$ cat config.mk
export PLATFORM = sky130hd
export DESIGN_NAME = lm32_mul_tracker
export DESIGN_NICKNAME = d
export VERILOG_FILES = /design/src/rtl/lm32_mul_tracker.sv
export SDC_FILE = /design/constraint.sdc
export NUM_CORES = 1
export LEC_CHECK = 0
export CORE_ASPECT_RATIO = 1.4
export CORE_UTILIZATION = 37
export CTS_CLUSTER_DIAMETER = 80
export CTS_CLUSTER_SIZE = 8
export DETAILED_ROUTE_END_ITERATION = 12
export GPL_TIMING_DRIVEN = 0
export PLACE_DENSITY_LB_ADDON = 0.08
export SYNTH_ARGS = -nofsm -noshare
export SYNTH_HDL_FRONTEND = slang
export SYNTH_SLANG_ARGS = --single-unit
$ cat constraint.sdc
create_clock -name clk_i -period 3 [get_ports clk_i]
set_clock_uncertainty 0.05 [all_clocks]
set_input_delay 0.6 -clock clk_i [delete_from_list [all_inputs] [get_ports clk_i]]
set_output_delay 0.6 -clock clk_i [all_outputs]
set_load 0.1 [all_outputs]
$ cat src/rtl/lm32_mul_tracker.sv
// -----------------------------------------------------------------------------
// lm32_mul_tracker
//
// Tracks the destination registers of multiplies as they move through the
// three-stage LM32 multiplier. The stages mirror the multiplier registers:
//   S1 - operand registers (advance when stall_x = 0)
//   S2 - product register  (advance when stall_m = 0)
//   S3 - result port       (advances every cycle)
// Each stage has a valid bit and a 5-bit destination tag. S2 also has a
// "fresh" flag. This ensures that an op held in S2 by a multi-cycle stall_m
// produces only one writeback pulse.
//
// Optional feature: define LM32_MUL_SCOREBOARD_EN to build the busy-register
// scoreboard (busy_o bitmap plus hazard_o check). Without the macro, both
// outputs are tied to 0 and no scoreboard logic is built.
//
// Ports
//   clk_i       in   1  clock, all state on the rising edge
//   rst_n_i     in   1  asynchronous active-low reset
//   stall_x     in   1  X-stage stall (gates S1)
//   stall_m     in   1  M-stage stall (gates S2)
//   issue_i     in   1  a multiply is presented in X
//   dest_i      in   5  destination register of the presented multiply
//   kill_x_i    in   1  discard the op presented in X
//   flush_i     in   1  discard every in-flight op
//   chk_a_i     in   5  source register A of the instruction in D
//   chk_b_i     in   5  source register B of the instruction in D
//   wb_valid_o  out  1  result port holds a fresh result
//   wb_dest_o   out  5  destination of that result
//   inflight_o  out  2  number of valid stages (0..3)
//   hazard_o    out  1  a source register matches an in-flight destination
//   busy_o      out 32  bitmap of in-flight destinations
// -----------------------------------------------------------------------------
module lm32_mul_tracker (
    input  logic        clk_i,
    input  logic        rst_n_i,
    input  logic        stall_x,
    input  logic        stall_m,
    input  logic        issue_i,
    input  logic [4:0]  dest_i,
    input  logic        kill_x_i,
    input  logic        flush_i,
    input  logic [4:0]  chk_a_i,
    input  logic [4:0]  chk_b_i,
    output logic        wb_valid_o,
    output logic [4:0]  wb_dest_o,
    output logic [1:0]  inflight_o,
    output logic        hazard_o,
    output logic [31:0] busy_o
);

    logic       s1_valid_reg;
    logic [4:0] s1_tag_reg;
    logic       s2_valid_reg;
    logic       s2_fresh_reg;
    logic [4:0] s2_tag_reg;
    logic       s3_valid_reg;
    logic [4:0] s3_tag_reg;

    always_ff @(posedge clk_i or negedge rst_n_i) begin
        if (!rst_n_i) begin
            s1_valid_reg <= 1'b0;
            s1_tag_reg   <= 5'd0;
            s2_valid_reg <= 1'b0;
            s2_fresh_reg <= 1'b0;
            s2_tag_reg   <= 5'd0;
            s3_valid_reg <= 1'b0;
            s3_tag_reg   <= 5'd0;
        end else begin
            // S1: operand registers. A flush wins over the stall hold.
            if (flush_i) begin
                s1_valid_reg <= 1'b0;
            end else if (!stall_x) begin
                s1_valid_reg <= issue_i & ~kill_x_i;
            end
            if (!stall_x) begin
                s1_tag_reg <= dest_i;
            end

            // S2: product register. The fresh flag marks the first cycle after
            // a load. This lets S3 capture the op exactly once, even when
            // stall_m holds S2 for several cycles.
            if (flush_i) begin
                s2_valid_reg <= 1'b0;
                s2_fresh_reg <= 1'b0;
            end else if (!stall_m) begin
                s2_valid_reg <= s1_valid_reg;
                s2_fresh_reg <= 1'b1;
            end else begin
                s2_fresh_reg <= 1'b0;
            end
            if (!stall_m) begin
                s2_tag_reg <= s1_tag_reg;
            end

            // S3: result port. It is never stalled.
            s3_valid_reg <= s2_valid_reg & s2_fresh_reg & ~flush_i;
            s3_tag_reg   <= s2_tag_reg;
        end
    end

    assign wb_valid_o = s3_valid_reg;
    assign wb_dest_o  = s3_tag_reg;
    assign inflight_o = {1'b0, s1_valid_reg} + {1'b0, s2_valid_reg} + {1'b0, s3_valid_reg};

`ifdef LM32_MUL_SCOREBOARD_EN
    // Register 0 is hard-wired to zero, so it never counts as busy.
    assign busy_o[0] = 1'b0;

    generate
        for (genvar gi = 1; gi < 32; gi++) begin : g_busy
            assign busy_o[gi] = (s1_valid_reg && (s1_tag_reg == 5'(gi)))
                              | (s2_valid_reg && (s2_tag_reg == 5'(gi)))
                              | (s3_valid_reg && (s3_tag_reg == 5'(gi)));
        end
    endgenerate

    assign hazard_o = busy_o[chk_a_i] | busy_o[chk_b_i];
`else
    // The source-register inputs have no function without the scoreboard.
    logic unused_chk;
    assign unused_chk = ^{chk_a_i, chk_b_i};
    assign busy_o     = 32'd0;
    assign hazard_o   = 1'b0;
`endif

endmodule
==> flow_metrics.tcl, run 1 <==
set metrics [dict create \
    status "finished, violations left" \
    violations "DRC" \
    clk_pin_slew_ns 0.10 \
    fin_nets 151 \
    slowest_delay_ns 0.97 \
    hp-class "register to register" \
    drt-vias-per-instance 3.71 \
    whs_ns 0.330 \
    finalCriticalPeriod_ns 2.74 \
    drc 2 \
    start_kind "register" \
    synth_cell_types 12 \
    slew_headroom_pct 35.6 \
    p_switching_uw 367 \
    grt_setup_unrepaired "false" \
    syn-mean-instance-area_um2 12.4 \
    required_ns 2.35 \
    ctsHoldBuffers 0 \
    synth_area_leaders "dfrtp_1 (52%), buf_4 (27%), mux2_2 (12%)" \
    seqCellArea_um2 475 \
    grt_pass1_vias 444 \
    cp-end-kind "output pin" \
    area_growth_pct 37.5 \
    p_sw_share_pct 47.2 \
    vdd_drop_max_mv 0.289 \
    arrival_ns 2.09 \
    p_leak_uw 0.000679 \
    ys.warnings.count 0 \
    die_w_um 44.1 \
    crit_family "buffers and inverters" \
    dieArea_um2 2690 \
    netlist_area_um2 918 \
    routed_wl_um 1270 \
    final_cell_mix "buf_4 (33), conb_1 (33), dfrtp_1 (19)" \
    clk_latency_ns 0.28 \
    fp.coreArea_um2 2360 \
    worstSetupPathType "register to output pin" \
    num-fill-cells 220 \
    p_int_uw 410 \
    synth_area_leader_cell "dfrtp_1" \
    die_h_um 61.0 \
    ys_ff_latch 19 \
    path_buf_inv 1 \
    p_per_area_nw_per_um2 615 \
    postCtsSetupBuffers 0 \
    max_freq_mhz 365 \
    final_area_um2 1260 \
    initial_utilization_pct 38.8 \
    dr.pass1.iters 10 \
    multi_input_area_um2 299 \
    path_cells "fa_1 -> clkdlybuf4s50_1" \
    pwr-share-comb_pct 46.3 \
    crit_slowest_cell "clkdlybuf4s50_1" \
    vias 557 \
    cts_tree "done" \
    cts_resized 1 \
    grt_start_max_net_pins 20 \
    maxCapViolations 0 \
    seq_area_frac_synth_pct 51.8 \
    cts-root-buf "clkbuf_4" \
    htree_levels 1 \
    num_rows 21 \
    finalSetupViolCount 0 \
    grt_pass1_wl_um 1940 \
    slew_viol_final 0 \
    numCtsBuffers 3 \
    placed_cell_area_um2 1240 \
    grt_usage_pct 10.4 \
    power_frac_seq_pct 38.0 \
    pin_count 63 \
    critPathMaxFanout 2 \
    drive_gt1_share_pct 37.8 \
    n_antenna_cell 0 \
    drt_iter0_markers 5 \
    tightest_slew_ns 0.963 \
    clk_path_buf_depth 2 \
    antenna_found_initial 0 \
    finalHoldViolations 0 \
    power.share.clock_pct 15.7 \
    ant_nets 0 \
    place_congestion 0.663 \
    synthCells 74 \
    synth_top_area_share_pct 51.8 \
    setup_tns_ns 0 \
    io_buffers 17 \
    clkSinkCount 19 \
    overflow 0 \
    wl_per_cell_um 8.48 \
    period_share_pct 91.3 \
]
==> final cells by class <==
type,instances,area share [%]
plain buffers,35,20.9
well taps,23,2.28
multi-input cells,52,23.7
repair buffers,17,13.4
clock buffers,4,2.08
flip-flops and latches,19,37.7
==> path summary, 6_finish.rpt <==
path                       slack (ns)          start       endpoint  cells past startpoint
max                              0.26     wb_valid_o  inflight_o[1]                      2
min                              0.33  s2_tag_reg[1]   wb_dest_o[1]                      0
max reg2reg                      2.20  s2_tag_reg[4]  s2_tag_reg[4]                      1
min reg2reg                      0.33  s2_tag_reg[1]   wb_dest_o[1]                      0
max in group asynchronous        1.66        rst_n_i   wb_dest_o[1]                      1
min in group asynchronous        0.73        rst_n_i  s2_tag_reg[0]                      1
==> cell families after synthesis <==
family | Yosys count | synth area share (%)
AND/OR/NAND/NOR | 6 | 3.00
adder cells (fa/ha/maj) | 1 | 2.18
other | 1 | 0.408
multiplexers | 11 | 13.4
AO/OA/AOI/OAI | 1 | 0.544
buffers and inverters | 35 | 28.7
flip-flops | 19 | 51.8
==> layer usage <==
layer	vias to the layer above	track usage [%]	wire, µm
met5	-	0	0
met4	0	10.4	27
met3	2	0.595	88
met2	26	17.0	679
met1	257	11.5	476
li1	272	-	-
==> synthesized netlist by cell type (all sizes together) <==
| master | count |
|---|---|
| nand2 | 2 |
| mux2 | 10 |
| buf | 35 |
| or3b | 1 |
| nor2 | 3 |
| conb | 1 |
| fa | 1 |
| dfrtp | 19 |
| a21oi | 1 |
| mux2i | 1 |
==> power by group through the flow <==
stage / Clock [µW] / Combinational (µW) / Sequential, µW
global placement: 0 / 359 / 299
global route: 144 / 372 / 298
detailed placement: 0 / 360 / 301
CTS: 130 / 360 / 296
floorplan: 0 / 242 / 373
finish: 122 / 360 / 295
==> metrics by stage <==
step	std cells	total power, µW	worst slack [ns]	utilization (%)
floorplan	106	615	0.286	-
global placement	146	658	0.316	52.3
detailed placement	146	661	0.297	52.3
CTS	150	786	0.237	53.4
global route	150	813	0.170	53.4
finish	150	777	0.260	53.4
Power figures use the tool's default switching activity.
==> run 2, diff against run 1 <==
CELL_PAD_IN_SITES_DETAIL_PLACEMENT = 0   (was not set)
CELL_PAD_IN_SITES_GLOBAL_PLACEMENT = 1   (was not set)
CORE_UTILIZATION = 27   (was 37)
==> run 2 against run 1 <==
Against the previous run:
- the run now ends clean
- final cell count is 11% higher
- core utilization is 12 points lower
- clock power is 38% higher
- hold slack worse by 0.0069 ns
- worst setup slack better by 0.049 ns
- global-route usage is 2.2 points lower
- critical endpoint unchanged
==> flow_metrics.tcl, run 2 (synthesis results as in run 1) <==
set metrics [dict create \
    cts-root-buf "clkbuf_8" \
    routed_wl_um 1330 \
    vias 555 \
    cts_resized 0 \
    slew_headroom_pct 35.3 \
    placed_cell_area_um2 1260 \
    clkSinkCount 19 \
    num-fill-cells 339 \
    grt_pass1_vias 519 \
    worstSetupPathType "register to output pin" \
    status "complete, no violations" \
    finalCriticalPeriod_ns 2.69 \
    tightest_slew_ns 0.968 \
    fin_util_pct 41.0 \
    fin_nets 151 \
    n_antenna_cell 0 \
    area_growth_pct 42.1 \
    hpwl_um 1090 \
    numCtsBuffers 3 \
    drc 0 \
    slew_viol_final 0 \
    overflow 0 \
    drt_iter0_markers 6 \
    dieArea_um2 3640 \
    dr.pass1.iters 2 \
    postCtsSetupBuffers 0 \
    grt_usage_pct 8.18 \
    cts_tree "done" \
    antenna_found_initial 0 \
    required_ns 2.35 \
    max_freq_mhz 372 \
    io_buffers 17 \
    clk_pin_slew_ns 0.06 \
    pin_count 63 \
    fp.coreArea_um2 3180 \
    die_h_um 71.0 \
    clk_latency_ns 0.25 \
    period_share_pct 89.7 \
    final_cell_mix "buf_4 (33), conb_1 (33), dfrtp_1 (19)" \
    drive_gt1_share_pct 37.8 \
    ctsHoldBuffers 0 \
    p_leak_uw 0.000699 \
    initial_utilization_pct 28.9 \
    arrival_ns 2.04 \
    die_w_um 51.3 \
    maxCapViolations 0 \
    finalSetupViolCount 0 \
    critPathMaxFanout 2 \
    drt-vias-per-instance 3.34 \
    grt_pass1_wl_um 2140 \
    ant_nets 0 \
    start_kind "register" \
    htree_levels 1 \
    grt_setup_unrepaired "false" \
    vdd_drop_max_mv 0.232 \
    p_per_area_nw_per_um2 631 \
    setup_tns_ns 0 \
    hp-class "register to register" \
    clk_path_buf_depth 2 \
    place_congestion 0.608 \
    grt_start_max_net_pins 20 \
    wl_per_cell_um 8.01 \
    cp-end-kind "output pin" \
    final_area_um2 1310 \
    finalHoldViolations 0 \
    num_rows 24 \
]
## run 2: routing by layer
metal	vias to the layer above	wire (µm)	track usage, %
met4	0	34	7.21
met3	2	117	2.58
met1	250	473	7.31
met2	29	705	14.2
met5	-	0	0
li1	274	-	-
## run 2: critical path: stages (launching register included)
cell and delay (ns):
dfrtp_1 0.40, fa_1 0.42, clkdlybuf4s50_1 0.97
## run 2: final cells by class
class | instances | area [µm²] | area share (%)
buffer | 35 | 264 | 20.2
clock buffer | 4 | 45.0 | 3.45
multi-input combinational | 52 | 299 | 22.9
sequential | 19 | 475 | 36.4
tap | 39 | 48.8 | 3.74
timing repair buffer | 17 | 173 | 13.2
## run 2: path summary, 6_finish.rpt
kind	start	end	slack [ns]	cells after the start
worst min register to register	s2_tag_reg[2]	wb_dest_o[2]	0.32	0
worst max register to register	s2_tag_reg[0]	s2_tag_reg[0]	2.20	1
worst min-delay path	s2_tag_reg[2]	wb_dest_o[2]	0.32	0
max in group asynchronous	rst_n_i	s2_tag_reg[4]	1.64	1
min in group asynchronous	rst_n_i	wb_dest_o[0]	0.77	1
worst max-delay path	wb_valid_o	inflight_o[1]	0.31	2
## run 2: stage by stage
step           cells  hold WS [ns]  power [µW]  worst slack, ns
3_5_place_dp     162         0.311         660            0.308
2_1_floorplan    106         0.254         615            0.286
3_3_place_gp     162         0.302         658            0.317
6_report         166         0.323         823            0.309
4_1_cts          166         0.327         830           0.0308
5_1_grt          166         0.333         852            0.253
## run 2: where the power goes
| group | internal, µW | switching (µW) |
|---|---|---|
| sequential | 284 | 10.7 |
| clock | 94.0 | 73.9 |
| combinational | 74.6 | 286 |
==> run 3, diff against run 2 <==
CTS_CLUSTER_DIAMETER = not set   (was 80)
clock period = 3.4 ns   (was 3 ns; I/O delays follow)
==> run 3 against run 2 <==
Against the previous run:
- combinational power is 12% lower
- global-route usage stayed put
- worst setup slack better by 0.057 ns
- largest power group unchanged
- wire length is 0.23% lower
==> flow_metrics.tcl, run 3 (synthesis results as in run 1) <==
set metrics [dict create \
    status "complete, no violations" \
    cts-root-buf "clkbuf_8" \
    clk_latency_ns 0.25 \
    drt-vias-per-instance 3.34 \
    power_frac_seq_pct 35.8 \
    clk_pin_slew_ns 0.06 \
    postCtsSetupBuffers 0 \
    cts_tree "done" \
    required_ns 2.67 \
    hpwl_um 1090 \
    fin_util_pct 40.9 \
    p_switching_uw 327 \
    p_sw_share_pct 45.0 \
    max_freq_mhz 330 \
    setup_tns_ns 0 \
    wl_per_cell_um 7.99 \
    power.share.clock_pct 20.4 \
    area_growth_pct 41.8 \
    numCtsBuffers 3 \
    seqCellArea_um2 475 \
    drive_gt1_share_pct 37.8 \
    fin_nets 151 \
    hp-class "register to register" \
    place_inst 162 \
    arrival_ns 2.30 \
    crit_slowest_cell "clkdlybuf4s50_1" \
    fp.coreArea_um2 3180 \
    clk_path_buf_depth 2 \
    grt_setup_unrepaired "false" \
    drc 0 \
    dieArea_um2 3640 \
    cp-end-kind "output pin" \
    maxCapViolations 0 \
    clkSinkCount 19 \
    final_area_um2 1300 \
    n_antenna_cell 0 \
    die_h_um 71.0 \
    fin_cells 166 \
    htree_levels 1 \
    overflow 0 \
    worstSetupPathType "register to output pin" \
    p_total_uw 726 \
    p_leak_uw 0.000682 \
    antenna_found_initial 0 \
    multi_input_area_um2 299 \
    p_int_uw 400 \
    tightest_slew_ns 0.968 \
    routed_wl_um 1330 \
    start_kind "register" \
    slew_viol_final 0 \
    grt_usage_pct 8.18 \
    period_share_pct 89.2 \
    place_congestion 0.608 \
    cts_resized 0 \
    ant_nets 0 \
    finalSetupViolCount 0 \
    finalCriticalPeriod_ns 3.03 \
    vias 555 \
    initial_utilization_pct 28.9 \
    final_cell_mix "buf_4 (33), conb_1 (33), dfrtp_1 (19)" \
    slew_headroom_pct 35.3 \
    dr.pass1.iters 2 \
    placed_cell_area_um2 1260 \
    num_rows 24 \
    grt_pass1_wl_um 2140 \
    path_cells "fa_1 -> clkdlybuf4s50_1" \
    grt_start_max_net_pins 20 \
    die_w_um 51.3 \
    ctsHoldBuffers 0 \
    slowest_delay_ns 1.12 \
    vdd_drop_max_mv 0.205 \
    finalHoldViolations 0 \
    num-fill-cells 340 \
    io_buffers 17 \
    p_per_area_nw_per_um2 558 \
    pwr-share-comb_pct 43.8 \
    critPathMaxFanout 2 \
    grt_pass1_vias 519 \
    pin_count 63 \
    drt_iter0_markers 6 \
]
==> run 3: changes by cell type in the layout (fill, tap and decap cells not counted) <==
cell and change:
clkdlybuf4s50_1 +1, dlymetal6s2s_1 -1
==> run 3: final cells by class <==
type / instances / share of cell area, %
repair buffers: 17 / 13.1
clock buffers: 4 / 3.46
well taps: 39 / 3.75
multi-input cells: 52 / 23.0
flip-flops and latches: 19 / 36.5
plain buffers: 35 / 20.3
==> run 3: final timing paths <==
check	startpoint	slack, ns	depth (start not counted)	endpoint
min in group asynchronous	rst_n_i	0.85	1	wb_dest_o[0]
worst max-delay path	wb_valid_o	0.37	2	inflight_o[0]
max in group asynchronous	rst_n_i	1.96	1	s2_tag_reg[4]
worst max register to register	s2_tag_reg[0]	2.60	1	s2_tag_reg[0]
worst min-delay path	s2_tag_reg[2]	0.32	0	wb_dest_o[2]
worst min register to register	s2_tag_reg[2]	0.32	0	wb_dest_o[2]
==> run 3: critical path: cells and delay by family (launching register included) <==
| kind | cells | cell delay (ns) |
|---|---|---|
| adders and majority gates | 1 | 0.53 |
| buffers and inverters | 1 | 1.12 |
| DFF | 1 | 0.40 |
==> run 3: metrics by stage <==
step           hold slack [ns]  worst slack (ns)
2_1_floorplan            0.299             0.606
3_3_place_gp             0.302             0.637
3_5_place_dp             0.311             0.628
4_1_cts                  0.327             0.351
5_1_grt                  0.333             0.296
6_report                 0.323             0.366
==> run 3: per-layer routing <==
| metal | vias up | GRT usage [%] | part of all wire [%] |
|---|---|---|---|
| li1 | 274 | - | - |
| met5 | - | 0 | 0 |
| met4 | 0 | 7.21 | 2.6 |
| met2 | 29 | 14.2 | 53 |
| met3 | 2 | 2.58 | 8.6 |
| met1 | 250 | 7.31 | 36 |
==> run 3: power by group through the flow <==
stage	Clock, µW	Sequential, µW	Combinational (µW)
5_1_grt	161	263	328
3_3_place_gp	0	264	317
4_1_cts	154	261	318
6_report	148	260	318
3_5_place_dp	0	265	318
2_1_floorplan	0	329	214
